File: src/rtl/mem_if_pkg.sv
// Shared types and widths for the requester-side memory access agent.
package mem_if_pkg;

  localparam int ADDR_W = 11;
  localparam int DATA_W = 8;

  // One command in flight moves IDLE -> ISSUE -> (HOLD | WAIT) -> RESP -> IDLE.
  typedef enum logic [2:0] {
    IDLE  = 3'd0,
    ISSUE = 3'd1,
    HOLD  = 3'd2,
    WAIT  = 3'd3,
    RESP  = 3'd4
  } state_e;

  // Queued core command; field order is the packing order used at the FIFO input.
  typedef struct packed {
    logic              we;
    logic [ADDR_W-1:0] addr;
    logic [DATA_W-1:0] wdata;
  } mem_cmd_t;

  localparam int CMD_W = $bits(mem_cmd_t);

endpackage

File: src/rtl/mem_cmd_fifo.sv
// Synchronous command FIFO. An entry leaves the queue when the FSM pops it, but
// its slot stays counted as used until the response is handed back (retire_i),
// so the full flag tracks every outstanding command, queued or in flight.
module mem_cmd_fifo
  import mem_if_pkg::*;
#(
  parameter int DEPTH = 4
) (
  input  logic             clk,
  input  logic             rst,
  input  logic             push_i,
  input  logic [CMD_W-1:0] din_i,
  input  logic             pop_i,
  output logic [CMD_W-1:0] dout_o,
  input  logic             retire_i,
  output logic             full_o,
  output logic             empty_o
);

  localparam int PTR_W = $clog2(DEPTH);
  localparam int CNT_W = $clog2(DEPTH + 1);
  localparam logic [CNT_W-1:0] CNT_FULL = CNT_W'(DEPTH);

  logic [CMD_W-1:0] store_q [DEPTH];
  logic [PTR_W-1:0] wr_ptr_q;
  logic [PTR_W-1:0] rd_ptr_q;
  logic [CNT_W-1:0] queued_q;
  logic [CNT_W-1:0] queued_d;
  logic [CNT_W-1:0] used_q;
  logic [CNT_W-1:0] used_d;
  logic             full_q;
  logic             empty_q;

  // Next occupancy: queued entries move with push/pop, held slots with push/retire.
  always_comb begin
    // NOTE: defaults first, so every path assigns every output and no latch is inferred.
    queued_d = queued_q;
    used_d   = used_q;
    if (push_i && !pop_i) begin
      queued_d = queued_q + 1'b1;
    end else if (!push_i && pop_i) begin
      queued_d = queued_q - 1'b1;
    end
    if (push_i && !retire_i) begin
      used_d = used_q + 1'b1;
    end else if (!push_i && retire_i) begin
      used_d = used_q - 1'b1;
    end
  end

  // Pointers, counters and the registered full/empty flags.
  always_ff @(posedge clk) begin
    if (rst) begin
      wr_ptr_q <= '0;
      rd_ptr_q <= '0;
      queued_q <= '0;
      used_q   <= '0;
      full_q   <= 1'b0;
      empty_q  <= 1'b1;
    end else begin
      // NOTE: sequential state uses non-blocking assignments so every register samples pre-edge values.
      if (push_i) wr_ptr_q <= wr_ptr_q + 1'b1;
      if (pop_i)  rd_ptr_q <= rd_ptr_q + 1'b1;
      queued_q <= queued_d;
      used_q   <= used_d;
      full_q   <= (used_d == CNT_FULL);
      empty_q  <= (queued_d == '0);
    end
  end

  // Entry storage.
  // NOTE: the array is not reset; the empty flag guarantees a slot is written before it is read.
  always_ff @(posedge clk) begin
    if (push_i) store_q[wr_ptr_q] <= din_i;
  end

  assign dout_o  = store_q[rd_ptr_q];
  assign full_o  = full_q;
  assign empty_o = empty_q;

endmodule

File: src/rtl/mem_access_initiator.sv
// Requester-side agent: queues core load/store commands and replays them one at
// a time onto the byte-wide memory controller's wr_req/rd_req interface,
// returning one in-order response (read data or error) per command.
module mem_access_initiator
  import mem_if_pkg::*;
#(
  parameter int CMD_DEPTH   = 4,
  parameter int RD_LAT      = 2,
  parameter int TIMEOUT_CYC = 64
) (
  input  logic              clk,
  input  logic              rst,
  input  logic              cmd_valid,
  output logic              cmd_ready,
  input  logic              cmd_we,
  input  logic [ADDR_W-1:0] cmd_addr,
  input  logic [DATA_W-1:0] cmd_wdata,
  output logic              rsp_valid,
  input  logic              rsp_ready,
  output logic [DATA_W-1:0] rsp_rdata,
  output logic              rsp_err,
  output logic [ADDR_W-1:0] mem_addr,
  output logic [DATA_W-1:0] mem_wdata,
  output logic              mem_wr_req,
  output logic              mem_rd_req,
  input  logic [DATA_W-1:0] mem_rdata,
  input  logic              busy_mem,
  input  logic              full_mem,
  input  logic              empty_mem,
  output logic              idle
);

  localparam int TMO_W = $clog2(TIMEOUT_CYC + 1);
  localparam int LAT_W = $clog2(RD_LAT + 1);
  localparam logic [TMO_W-1:0] TMO_LAST = TMO_W'(TIMEOUT_CYC - 1);
  localparam logic [LAT_W-1:0] LAT_LAST = LAT_W'(RD_LAT - 1);
  // A read holds rd_req into WAIT only when more than one request cycle is needed.
  localparam logic RD_HOLD = (RD_LAT > 1);

  state_e            state_q;
  logic              we_q;
  logic [TMO_W-1:0]  tmo_q;
  logic [LAT_W-1:0]  lat_q;
  logic [ADDR_W-1:0] mem_addr_q;
  logic [DATA_W-1:0] mem_wdata_q;
  logic              mem_wr_req_q;
  logic              mem_rd_req_q;
  logic              rsp_valid_q;
  logic [DATA_W-1:0] rsp_rdata_q;
  logic              rsp_err_q;

  logic              fifo_full;
  logic              fifo_empty;
  logic              fifo_push;
  logic              fifo_pop;
  logic              fifo_retire;
  logic [CMD_W-1:0]  fifo_din;
  logic [CMD_W-1:0]  fifo_dout;
  mem_cmd_t          head;

  // Ready is the registered full flag alone, so a same-cycle retire never opens a slot early.
  assign cmd_ready   = !fifo_full;
  assign fifo_push   = cmd_valid && !fifo_full;
  assign fifo_pop    = (state_q == IDLE) && !fifo_empty;
  assign fifo_retire = (state_q == RESP) && rsp_ready;
  assign fifo_din    = {cmd_we, cmd_addr, cmd_wdata};
  assign head        = mem_cmd_t'(fifo_dout);

  mem_cmd_fifo #(
    .DEPTH (CMD_DEPTH)
  ) u_fifo (
    .clk      (clk),
    .rst      (rst),
    .push_i   (fifo_push),
    .din_i    (fifo_din),
    .pop_i    (fifo_pop),
    .dout_o   (fifo_dout),
    .retire_i (fifo_retire),
    .full_o   (fifo_full),
    .empty_o  (fifo_empty)
  );

  // Command FSM with registered controller-side and response-side outputs.
  always_ff @(posedge clk) begin
    if (rst) begin
      state_q      <= IDLE;
      we_q         <= 1'b0;
      tmo_q        <= '0;
      lat_q        <= '0;
      mem_addr_q   <= '0;
      mem_wdata_q  <= '0;
      mem_wr_req_q <= 1'b0;
      mem_rd_req_q <= 1'b0;
      rsp_valid_q  <= 1'b0;
      rsp_rdata_q  <= '0;
      rsp_err_q    <= 1'b0;
    end else begin
      unique case (state_q)
        IDLE: begin
          if (!fifo_empty) begin
            we_q         <= head.we;
            mem_addr_q   <= head.addr;
            mem_wdata_q  <= head.wdata;
            mem_wr_req_q <= head.we;
            mem_rd_req_q <= !head.we;
            tmo_q        <= '0;
            state_q      <= ISSUE;
          end
        end

        ISSUE: begin
          if (busy_mem) begin
            if (tmo_q == TMO_LAST) begin
              // Controller stayed busy for the whole window: abort with error.
              mem_wr_req_q <= 1'b0;
              mem_rd_req_q <= 1'b0;
              rsp_valid_q  <= 1'b1;
              rsp_err_q    <= 1'b1;
              rsp_rdata_q  <= '0;
              tmo_q        <= '0;
              state_q      <= RESP;
            end else begin
              tmo_q <= tmo_q + 1'b1;
            end
          end else if ((we_q && full_mem) || (!we_q && empty_mem)) begin
            // Controller rejects the request in its acceptance cycle.
            mem_wr_req_q <= 1'b0;
            mem_rd_req_q <= 1'b0;
            rsp_valid_q  <= 1'b1;
            rsp_err_q    <= 1'b1;
            rsp_rdata_q  <= '0;
            tmo_q        <= '0;
            state_q      <= RESP;
          end else if (we_q) begin
            tmo_q   <= '0;
            state_q <= HOLD;
          end else begin
            tmo_q        <= '0;
            lat_q        <= '0;
            mem_rd_req_q <= RD_HOLD;
            state_q      <= WAIT;
          end
        end

        HOLD: begin
          // One extra wr_req cycle lets the controller's buffered byte reach the RAM.
          mem_wr_req_q <= 1'b0;
          rsp_valid_q  <= 1'b1;
          rsp_err_q    <= 1'b0;
          rsp_rdata_q  <= '0;
          state_q      <= RESP;
        end

        WAIT: begin
          if (lat_q == LAT_LAST) begin
            // rd_req is already low this cycle; the controller's data is valid now.
            mem_rd_req_q <= 1'b0;
            rsp_valid_q  <= 1'b1;
            rsp_err_q    <= 1'b0;
            rsp_rdata_q  <= mem_rdata;
            state_q      <= RESP;
          end else begin
            lat_q        <= lat_q + 1'b1;
            mem_rd_req_q <= ((lat_q + 1'b1) < LAT_LAST);
          end
        end

        RESP: begin
          if (rsp_ready) begin
            rsp_valid_q <= 1'b0;
            rsp_err_q   <= 1'b0;
            rsp_rdata_q <= '0;
            state_q     <= IDLE;
          end
        end

        default: begin
          mem_wr_req_q <= 1'b0;
          mem_rd_req_q <= 1'b0;
          rsp_valid_q  <= 1'b0;
          state_q      <= IDLE;
        end
      endcase
    end
  end

  assign mem_addr   = mem_addr_q;
  assign mem_wdata  = mem_wdata_q;
  assign mem_wr_req = mem_wr_req_q;
  assign mem_rd_req = mem_rd_req_q;
  assign rsp_valid  = rsp_valid_q;
  assign rsp_rdata  = rsp_rdata_q;
  assign rsp_err    = rsp_err_q;
  assign idle       = fifo_empty && (state_q == IDLE);

endmodule

File: config.mk
export PLATFORM = sky130hd
export DESIGN_NAME = mem_access_initiator
export DESIGN_NICKNAME = d
export VERILOG_FILES = /design/src/rtl/mem_if_pkg.sv /design/src/rtl/mem_cmd_fifo.sv /design/src/rtl/mem_access_initiator.sv
export SDC_FILE = /design/constraint.sdc
export NUM_CORES = 1
export LEC_CHECK = 0
export CORE_MARGIN = 8
export CORE_UTILIZATION = 30
export CTS_BUF_LIST = sky130_fd_sc_hd__clkbuf_16
export CTS_CLUSTER_SIZE = 30
export DETAILED_ROUTE_END_ITERATION = 16
export HOLD_SLACK_MARGIN = 0.02
export PLACE_DENSITY = 0.58
export SYNTH_ARGS = -nofsm -noshare
export SYNTH_HDL_FRONTEND = slang
export SYNTH_SLANG_ARGS = --single-unit
File: constraint.sdc
create_clock -name clk -period 2.14 [get_ports clk]
set_input_delay 0.642 -clock clk [delete_from_list [all_inputs] [get_ports clk]]
set_output_delay 0.642 -clock clk [all_outputs]
set_load 0.005 [all_outputs]
==> reports/results.ini, run 1 <==
[outcome]
status = completed

[routing]
drcViolationCount = 0
post_drt_wl_per_cell_microns = 16.31
viasPerCell = 4.856
detail-route-antenna-nets = 0
via_count = 3802
first_iter_violations = 193
wirelength_mm = 12.77
first_pass_iters = 4

[clock_tree]
cts_num_sinks = 138
cts_tree = done
h-tree-depth = 4
clk_pin_slew_worst_paths_ns = 0.06
clk_latency_ns = 0.41
clockBufferDepth = 2
cts_buffers = 17
hold_buffers = 0
cts_root_buf = clkbuf_16

[setup_path]
path_cells = inv_1 -> and3_1 -> dlygate4sd2_1
crit_buf_inv = 2
critPathKind = register to primary output
rrSetupSlack_ns = 0.31
worstPathRequired_ns = 1.50
timing.rr.end = u_fifo.empty_o
startpoint_type = register
rr_worst_depth = 5
crit_path_end_kind = primary output
cpPeakStageDelay_ns = 0.43
cp_max_fo = 9
cp_top_family = flip-flops
rr_startpoint = state_q[0]
cp.arrival_ns = 1.33
slowest_stage = dfxtp_2

[sta]
skew_ns = 0.007086
fmax_mhz = 507.6
drv_slew = 0
finalSetupTns_ns = 0
setup_viol = 0
hold_ws_ns = 0.4542
rsz0062_at_grt = no
final-hold-violation-count = 0
fin_crit_sh_pct = 92.06
max_slew_margin_pct = 69.59
tightest_slew_ns = 0.4542
period_needed_ns = 1.970

[cells_and_area]
final_cell_mix = 80 x edfxtp_1, 65 x clkdlybuf4s50_1, 58 x nand2_1
multi_input_area_sq_um = 1894
diodes = 0
seqCellArea_sq_um = 3571
nNetsFinal = 582
layout_commonest_cell = edfxtp_1
drive_above_1_share_pct = 18.03
n_fill_cell = 1760
instances_no_fill = 783
final_area_sq_um = 7396
syn2layout_area_growth_pct = 31.85

[die]
initial_core_util_pct = 30.29
die_height_microns = 152.7
die_w_microns = 152.7
core_area_sq_um = 18520
ioPinCount = 68
rows = 50
die_area_sq_um = 23330

[global_routing]
grt_pass1_wl_mm = 20.64
gr-usage-all-layers_pct = 11.33
grt_max_degree = 31
antenna_found_initial = 0
grt_pass1_vias = 3961
grt_overflow = 0

[synth]
syn_nets = 486
ys_ff_latch = 138
synth-async-reset-ratio_pct = 0
synthCells = 440
yosysSeqAreaShare_pct = 63.53
synth_edf_count = 80
synth.avg_cell_area_sq_um = 12.75
yosysWarningCount = 0
synthFlopType = edfxtp_1
synth.cell_area_sq_um = 5609
synth_cell_type_count = 52

[pwr]
ir_worst_vdd_uv = 652.3
power_leakage_nw = 2.538
powerDensity_nw_per_um2 = 1177
finalPower_mw = 8.703

[placed_design]
place_congestion = 0.8109
port_buffers = 67
dpl-instance-area_sq_um = 6800
dpl.cell_count = 750
dp.final_hpwl_mm = 8.491

[worst_hold_path]
hp-class = register to register
whs_endpoint = mem_addr[3]
hp-start = mem_addr[3]
hold_depth = 2

[flow_run]
cap_violations = 0

==> power by group <==
part	internal (mW)	switching [mW]	leakage, nW	total (mW)
Sequential	3.17	0.212	1.21	3.38
Combinational	1.23	1.23	1.05	2.46
Clock	1.72	1.15	0.275	2.87
Total	6.12	2.59	2.54	8.70
==> cells in the mapped netlist, types with 3 or more instances <==
| library cell | instances | area, sq um |
|---|---|---|
| or3_1 | 3 | 18.77 |
| and3_1 | 5 | 31.28 |
| buf_2 | 6 | 30.03 |
| nand3_1 | 22 | 110.1 |
| nor4_1 | 3 | 18.77 |
| nand2_1 | 58 | 217.7 |
| xnor2_1 | 11 | 96.34 |
| clkbuf_1 | 19 | 71.32 |
| edfxtp_1 | 80 | 2402 |
| dfxtp_1 | 58 | 1161 |
| o2111ai_1 | 9 | 78.83 |
| nor2b_1 | 4 | 25.02 |
| nor3b_1 | 3 | 22.52 |
| inv_1 | 13 | 48.80 |
| ha_1 | 11 | 137.6 |
| mux4_2 | 20 | 450.4 |
| a21oi_1 | 35 | 175.2 |
| o21ai_0 | 13 | 65.06 |
| and2_1 | 6 | 37.54 |
| nor2_1 | 20 | 75.07 |
| nor3_1 | 4 | 20.02 |
==> flip-flops by register name (all words and copies together) (netlist names), 2 cells and up, named ones only <==
signal / flops
u_fifo.queued_q: 3
mem_addr: 11
state_q: 3
mem_wdata: 8
u_fifo.rd_ptr_q: 2
u_fifo.store_q: 80
u_fifo.wr_ptr_q: 2
u_fifo.used_q: 3
lat_q: 2
rsp_rdata: 8
tmo_q: 7
==> how the worst max path moves through the flow <==
stage,startpoint,to,depth (start not counted)
2_1_floorplan,cmd_valid,u_fifo.store_q[0][0],3
3_3_place_gp,rsp_ready,u_fifo.full_o,6
3_5_place_dp,rsp_ready,u_fifo.full_o,6
4_1_cts,state_q[2],idle,3
5_1_grt,rsp_ready,u_fifo.full_o,6
6_report,state_q[2],idle,3
==> per-stage QoR <==
step | worst slack [ns] | utilization, %
after CTS | 0.1423 | 39.94
after global routing | 0.04892 | 39.94
final | 0.1699 | 39.94
after global placement | -0.2119 | 36.72
after floorplan | 0.1130 | -
after detailed placement | -0.2377 | 36.72
==> logic make-up (layout without fill, tap and decap cells) <==
family	Yosys count	after routing	synth area share, %
and+or+nand+nor	142	142	12.58
DFF	138	138	63.53
AOI/OAI and AO/OA	76	76	8.410
xor gates and xnor gates	12	12	1.874
buffers and inverters	39	148	2.744
muxes	21	21	8.231
adders and majority gates	12	12	2.632
==> cell type report <==
cell class / count / area share (%)
inverters: 13 / 0.6598
well taps: 234 / 3.959
clock inverters: 15 / 2.081
repair buffers: 103 / 13.65
multi-input cells: 263 / 25.61
clock buffers: 17 / 5.752
flip-flops and latches: 138 / 48.28
==> tightest hold or removal path, cell delays in order (launching register included) <==
cell     delay [ns]
dfxtp_1        0.30
nand2_1        0.05
a21oi_1        0.05
==> timing repair <==
action / in CTS / in global routing
resized for setup: 7 / 0
setup endpoints to repair: 1 / 0
setup buffers: 1 / 0
==> metal layers <==
metal / wire, microns / GRT usage (%) / vias to the layer above
met2: 6603 / 19.72 / 68
met4: 127 / 3.817 / 0
met1: 5475 / 12.57 / 1890
li1: - / - / 1832
met3: 560 / 4.197 / 12
met5: 0 / 0 / -
No activity file was read; power rests on OpenSTA's default activity.
==> run 2: changes to the inputs <==
- SKIP_LAST_GASP: not set -> 1
- SLEW_MARGIN: not set -> 15
- clock period: 2.14 -> 2.2 ns (I/O delays scaled with it)
==> reports/results.ini, run 2 (synthesized netlist as in run 1, its figures left out) <==
[clock_tree]
cts_tree = done  ; unchanged
clk_latency_ns = 0.41  ; about the same
cts_root_buf = clkbuf_16  ; unchanged
clockBufferDepth = 2  ; unchanged
h-tree-depth = 4  ; unchanged
clk_pin_slew_worst_paths_ns = 0.06  ; about the same
cts_buffers = 17  ; unchanged
cts_num_sinks = 138  ; unchanged

[worst_hold_path]
whs_endpoint = mem_wdata[6]  ; was mem_addr[3]
hp-class = register to register  ; unchanged
hp-start = mem_wdata[6]  ; was mem_addr[3]
hold_depth = 2  ; unchanged

[setup_path]
critPathKind = register to primary output  ; unchanged
cpPeakStageDelay_ns = 0.45  ; was 0.43 ns
cp_top_family = flip-flops  ; unchanged
crit_path_end_kind = primary output  ; unchanged
worstPathRequired_ns = 1.54  ; was 1.50 ns
timing.rr.end = rsp_err  ; was u_fifo.empty_o
rrSetupSlack_ns = 0.31  ; about the same
rr_startpoint = lat_q[1]  ; was state_q[0]
rr_worst_depth = 6  ; was 5
slowest_stage = dfxtp_2  ; unchanged
path_cells = inv_1 -> and3_1 -> dlygate4sd2_1  ; unchanged
cp.arrival_ns = 1.35  ; was 1.33 ns
crit_buf_inv = 2  ; unchanged
cp_max_fo = 13  ; was 9
startpoint_type = register  ; unchanged

[routing]
first_pass_iters = 5  ; was 4
viasPerCell = 4.823  ; was 4.856
detail-route-antenna-nets = 0  ; unchanged
wirelength_mm = 12.74  ; was 12.77 mm
via_count = 3781  ; was 3802
first_iter_violations = 188  ; was 193
post_drt_wl_per_cell_microns = 16.25  ; was 16.31 microns
drcViolationCount = 0  ; unchanged

[sta]
drv_slew = 0  ; unchanged
tightest_slew_ns = 0.6998  ; was 0.4542 ns
period_needed_ns = 2.010
fmax_mhz = 497.4
skew_ns = 0.009423  ; was 0.007086 ns
setup_viol = 0  ; unchanged
setup_slack_ns = 0.1897  ; was 0.1699 ns
fin_crit_sh_pct = 91.38
rsz0062_at_grt = no  ; unchanged
max_slew_margin_pct = 53.35  ; was 69.59%
finalSetupTns_ns = 0  ; unchanged
hold_ws_ns = 0.4579  ; was 0.4542 ns
final-hold-violation-count = 0  ; unchanged

[cells_and_area]
largest_reg_flops = 80  ; unchanged
seqCellArea_sq_um = 3568  ; was 3571 sq um
syn2layout_area_growth_pct = 31.70  ; was 31.85%
multi_input_area_sq_um = 1894  ; unchanged
layout_commonest_cell = edfxtp_1  ; unchanged
n_fill_cell = 1750  ; was 1760
nNetsFinal = 583  ; was 582
diodes = 0  ; unchanged
instances_no_fill = 784  ; was 783
drive_above_1_share_pct = 18.18  ; was 18.03%
final_cell_mix = 80 x edfxtp_1, 65 x clkdlybuf4s50_1, 58 x nand2_1  ; unchanged
top_register = u_fifo.store_q  ; unchanged

[pwr]
powerDensity_nw_per_um2 = 1142  ; was 1177 nW/um^2
ir_worst_vdd_uv = 644.5  ; was 652.3 uV
finalPower_mw = 8.439  ; was 8.703 mW
power_leakage_nw = 2.542  ; was 2.538 nW

[global_routing]
grt_max_degree = 21  ; was 31
antenna_found_initial = 0  ; unchanged
grt_pass1_vias = 3980  ; was 3961
grt_overflow = 0  ; unchanged
gr-usage-all-layers_pct = 11.36  ; was 11.33%
grt_pass1_wl_mm = 20.79  ; was 20.64 mm

[placed_design]
place_congestion = 0.7983  ; was 0.8109
port_buffers = 67  ; unchanged
dp.final_hpwl_mm = 8.675  ; was 8.491 mm
dpl.cell_count = 751  ; was 750
place_ws_ns = -0.1760  ; was -0.2377 ns

[die]
rows = 50  ; unchanged
die_w_microns = 152.7  ; unchanged
initial_core_util_pct = 30.29  ; unchanged
die_height_microns = 152.7  ; unchanged
die_area_sq_um = 23330  ; unchanged
core_area_sq_um = 18520  ; unchanged
ioPinCount = 68  ; unchanged

[flow_run]
cap_violations = 0  ; unchanged

[outcome]
status = completed  ; unchanged

-- run 2: cell count changes in the layout (fill, tap and decap cells not counted) --
cell / change
buf_12: -2
clkinv_2: -1
clkinvlp_4: -2
clkinv_1: +1
buf_4: +3
inv_6: +1
inv_8: +2
dfxtp_4: -1
inv_1: -1
dfxtp_2: +1
-- run 2: area by class of cell --
class,count,share of cell area [%]
sequential,138,48.31
multi-input combinational,263,25.64
timing repair buffer,104,13.43
clock buffer,17,5.759
tap,234,3.963
clock inverter,15,2.236
inverter,13,0.6606
-- run 2: power by group --
| group | leakage (nW) | total, mW | switching [mW] | internal [mW] |
|---|---|---|---|---|
| registers | 1.21 | 3.30 | 0.221 | 3.08 |
| clock network | 0.284 | 2.84 | 1.15 | 1.69 |
| logic | 1.05 | 2.31 | 1.16 | 1.15 |
-- run 2: what timing repair did --
item	in CTS	in global routing
setup endpoints to repair	1	0
setup buffers	1	0
hold buffers	0	0
resized for setup	6	0
endpoints found under the hold margin	0	0
-- run 2: routing by layer --
layer  up-vias  track usage [%]  wire length (microns)
met1      1864            13.05                   5634
met4         0            3.864                    134
met2        74            19.38                   6439
met3        12            3.971                    533
li1       1831                -                      -
met5         -                0                      0
-- run 2: worst max path at each step --
| stage | startpoint | endpoint | slack (ns) | cells after the start |
|---|---|---|---|---|
| global placement | rsp_ready | u_fifo.full_o | -0.16 | 6 |
| detailed placement | rsp_ready | u_fifo.full_o | -0.18 | 6 |
| floorplan | cmd_valid | u_fifo.store_q[0][0] | 0.15 | 3 |
| global route | rsp_ready | u_fifo.full_o | 0.10 | 6 |
| finish | state_q[2] | idle | 0.19 | 3 |
| CTS | state_q[2] | idle | 0.16 | 3 |
-- run 2: worst reg2reg max path, stage by stage, from the launching register on --
cell	delay [ns]
dfxtp_1	0.35
inv_1	0.05
ha_1	0.20
nand4bb_1	0.26
a21oi_1	0.62
o21ai_0	0.19
a21oi_1	0.15
-- run 2: per-stage QoR --
stage | instance area [sq um] | utilization, %
global placement | 6783 | 36.63
global route | 7387 | 39.89
CTS | 7387 | 39.89
finish | 7387 | 39.89
detailed placement | 6783 | 36.63
floorplan | 5609 | -
==> run 3: changes to the inputs <==
- CORE_UTILIZATION: 30 -> 45
- PLACE_DENSITY: 0.58 -> 0.77
- clock period: 2.2 -> 2.1 ns (I/O delays scaled with it)
==> reports/results.ini, run 3 (synthesized netlist as in run 1, its figures left out) <==
[outcome]
status = completed  ; unchanged

[sta]
setup_viol = 0  ; unchanged
fmax_mhz = 511.6
period_needed_ns = 1.955
fin_crit_sh_pct = 93.07
rsz0062_at_grt = no  ; unchanged
tightest_slew_ns = 0.6966  ; was 0.6998 ns
hold_ws_ns = 0.4535  ; was 0.4579 ns
final-hold-violation-count = 0  ; unchanged
setup_slack_ns = 0.1455  ; was 0.1897 ns
max_slew_margin_pct = 53.56  ; was 53.35%
drv_slew = 0  ; unchanged
skew_ns = 0.01108  ; was 0.009423 ns

[die]
core_area_sq_um = 12110  ; was 18520 sq um
die_w_microns = 127.6  ; was 152.7 microns
die_height_microns = 127.6  ; was 152.7 microns
die_area_sq_um = 16290  ; was 23330 sq um
rows = 40  ; was 50
ioPinCount = 68  ; unchanged
initial_core_util_pct = 46.31  ; was 30.29%

[clock_tree]
h-tree-depth = 4  ; unchanged
cts_buffers = 17  ; unchanged
cts_num_sinks = 138  ; unchanged
clockBufferDepth = 2  ; unchanged
cts_root_buf = clkbuf_16  ; unchanged
cts_tree = done  ; unchanged
hold_buffers = 0  ; unchanged
clk_pin_slew_worst_paths_ns = 0.06  ; about the same
clk_latency_ns = 0.41  ; about the same

[pwr]
finalPower_mw = 8.628  ; was 8.439 mW
ir_worst_vdd_uv = 1054  ; was 644.5 uV
power_leakage_nw = 2.531  ; was 2.542 nW
powerDensity_nw_per_um2 = 1184  ; was 1142 nW/um^2

[cells_and_area]
top_register = u_fifo.store_q  ; unchanged
seqCellArea_sq_um = 3572  ; was 3568 sq um
n_fill_cell = 978  ; was 1750
instances_no_fill = 718  ; was 784
drive_above_1_share_pct = 17.82  ; was 18.18%
nNetsFinal = 583  ; unchanged
layout_commonest_cell = edfxtp_1  ; unchanged
syn2layout_area_growth_pct = 29.91  ; was 31.70%
largest_reg_flops = 80  ; unchanged
final_cell_mix = 80 x edfxtp_1, 65 x clkdlybuf4s50_1, 58 x nand2_1  ; unchanged
multi_input_area_sq_um = 1901  ; was 1894 sq um
diodes = 0  ; unchanged

[flow_run]
cap_violations = 0  ; unchanged

[global_routing]
grt_pass1_vias = 3960  ; was 3980
grt_pass1_wl_mm = 19.82  ; was 20.79 mm
grt_overflow = 0  ; unchanged
gr-usage-all-layers_pct = 15.67  ; was 11.36%
grt_max_degree = 25  ; was 21
antenna_found_initial = 0  ; unchanged

[routing]
detail-route-antenna-nets = 0  ; unchanged
via_count = 3805  ; was 3781
wirelength_mm = 12.11  ; was 12.74 mm
drcViolationCount = 0  ; unchanged
first_iter_violations = 340  ; was 188
viasPerCell = 5.299  ; was 4.823
post_drt_wl_per_cell_microns = 16.87  ; was 16.25 microns
first_pass_iters = 6  ; was 5

[setup_path]
startpoint_type = input port  ; was register
worstPathRequired_ns = 2.43  ; was 1.54 ns
path_cells = clkdlybuf4s50_1 -> nor4bb_2 -> buf_4 -> nor3b_1 -> or4b_1 -> a22oi_1  ; was inv_1 -> and3_1 -> dlygate4sd2_1
cp.arrival_ns = 2.28  ; was 1.35 ns
cp_max_fo = 4  ; was 13
rr_startpoint = state_q[1]  ; was lat_q[1]
critPathKind = input port to register  ; was register to primary output
cpPeakStageDelay_ns = 0.48  ; was 0.45 ns
startpoint = rsp_ready  ; was state_q[2]
crit_path_end_kind = register  ; was primary output
slowest_stage = or4b_1  ; was dfxtp_2

[placed_design]
dp.final_hpwl_mm = 7.980  ; was 8.675 mm
place_congestion = 0.8521  ; was 0.7983
dpl.cell_count = 685  ; was 751
place_ws_ns = -0.2658  ; was -0.1760 ns
port_buffers = 67  ; unchanged

[worst_hold_path]
hp-start = mem_wdata[1]  ; was mem_wdata[6]
hp-class = register to register  ; unchanged

## run 3: cell count changes in the layout (fill, tap and decap cells not counted), moves of 2 or more
cell,change
clkinv_1,+3
dfxtp_2,-3
clkinv_2,+2
dfxtp_4,+2
## run 3: area by class of cell
class / count / area share (%)
Sequential cell: 138 / 49.02
Timing Repair Buffer: 104 / 13.79
Clock buffer: 17 / 5.838
Multi-Input combinational cell: 263 / 26.08
Inverter: 13 / 0.6696
Clock inverter: 15 / 1.717
Tap cell: 168 / 2.885
## run 3: worst paths after layout
check	slack [ns]	to	depth (start not counted)
setup / recovery	0.15	u_fifo.full_o	6
hold / removal	0.45	mem_wdata[1]	2
setup reg to reg	0.20	u_fifo.empty_o	5
hold reg to reg	0.45	mem_wdata[1]	2
## run 3: report_power, final
group | switching [mW] | internal [mW]
clock network | 1.13 | 1.63
logic | 1.21 | 1.21
registers | 0.233 | 3.22
## run 3: critical path, delay by kind of cell
kind                   cells  cell delay, ns
AND/OR/NAND/NOR            3            0.81
buffers and inverters      2            0.64
AO/OA/AOI/OAI              1            0.20
## run 3: what timing repair did
action,4_1_cts,5_1_grt
resized for setup,7,1
cloned,0,0
setup buffers,1,0
endpoints found under the setup margin,1,1
pin swaps,1,0
## run 3: per-stage QoR
stage | setup TNS [ns] | util, % | instance area [sq um]
2_1_floorplan | 0 | - | 5609
3_3_place_gp | -1.631 | 55.42 | 6713
3_5_place_dp | -2.704 | 55.42 | 6713
4_1_cts | 0 | 60.11 | 7281
5_1_grt | 0 | 60.17 | 7287
6_report | 0 | 60.17 | 7287
## run 3: per-layer routing
layer  track usage, %  share of wire, %
met1            17.82                43
met2            26.84                50
met3            5.491               5.6
met4            5.455               1.1
met5                0                 0
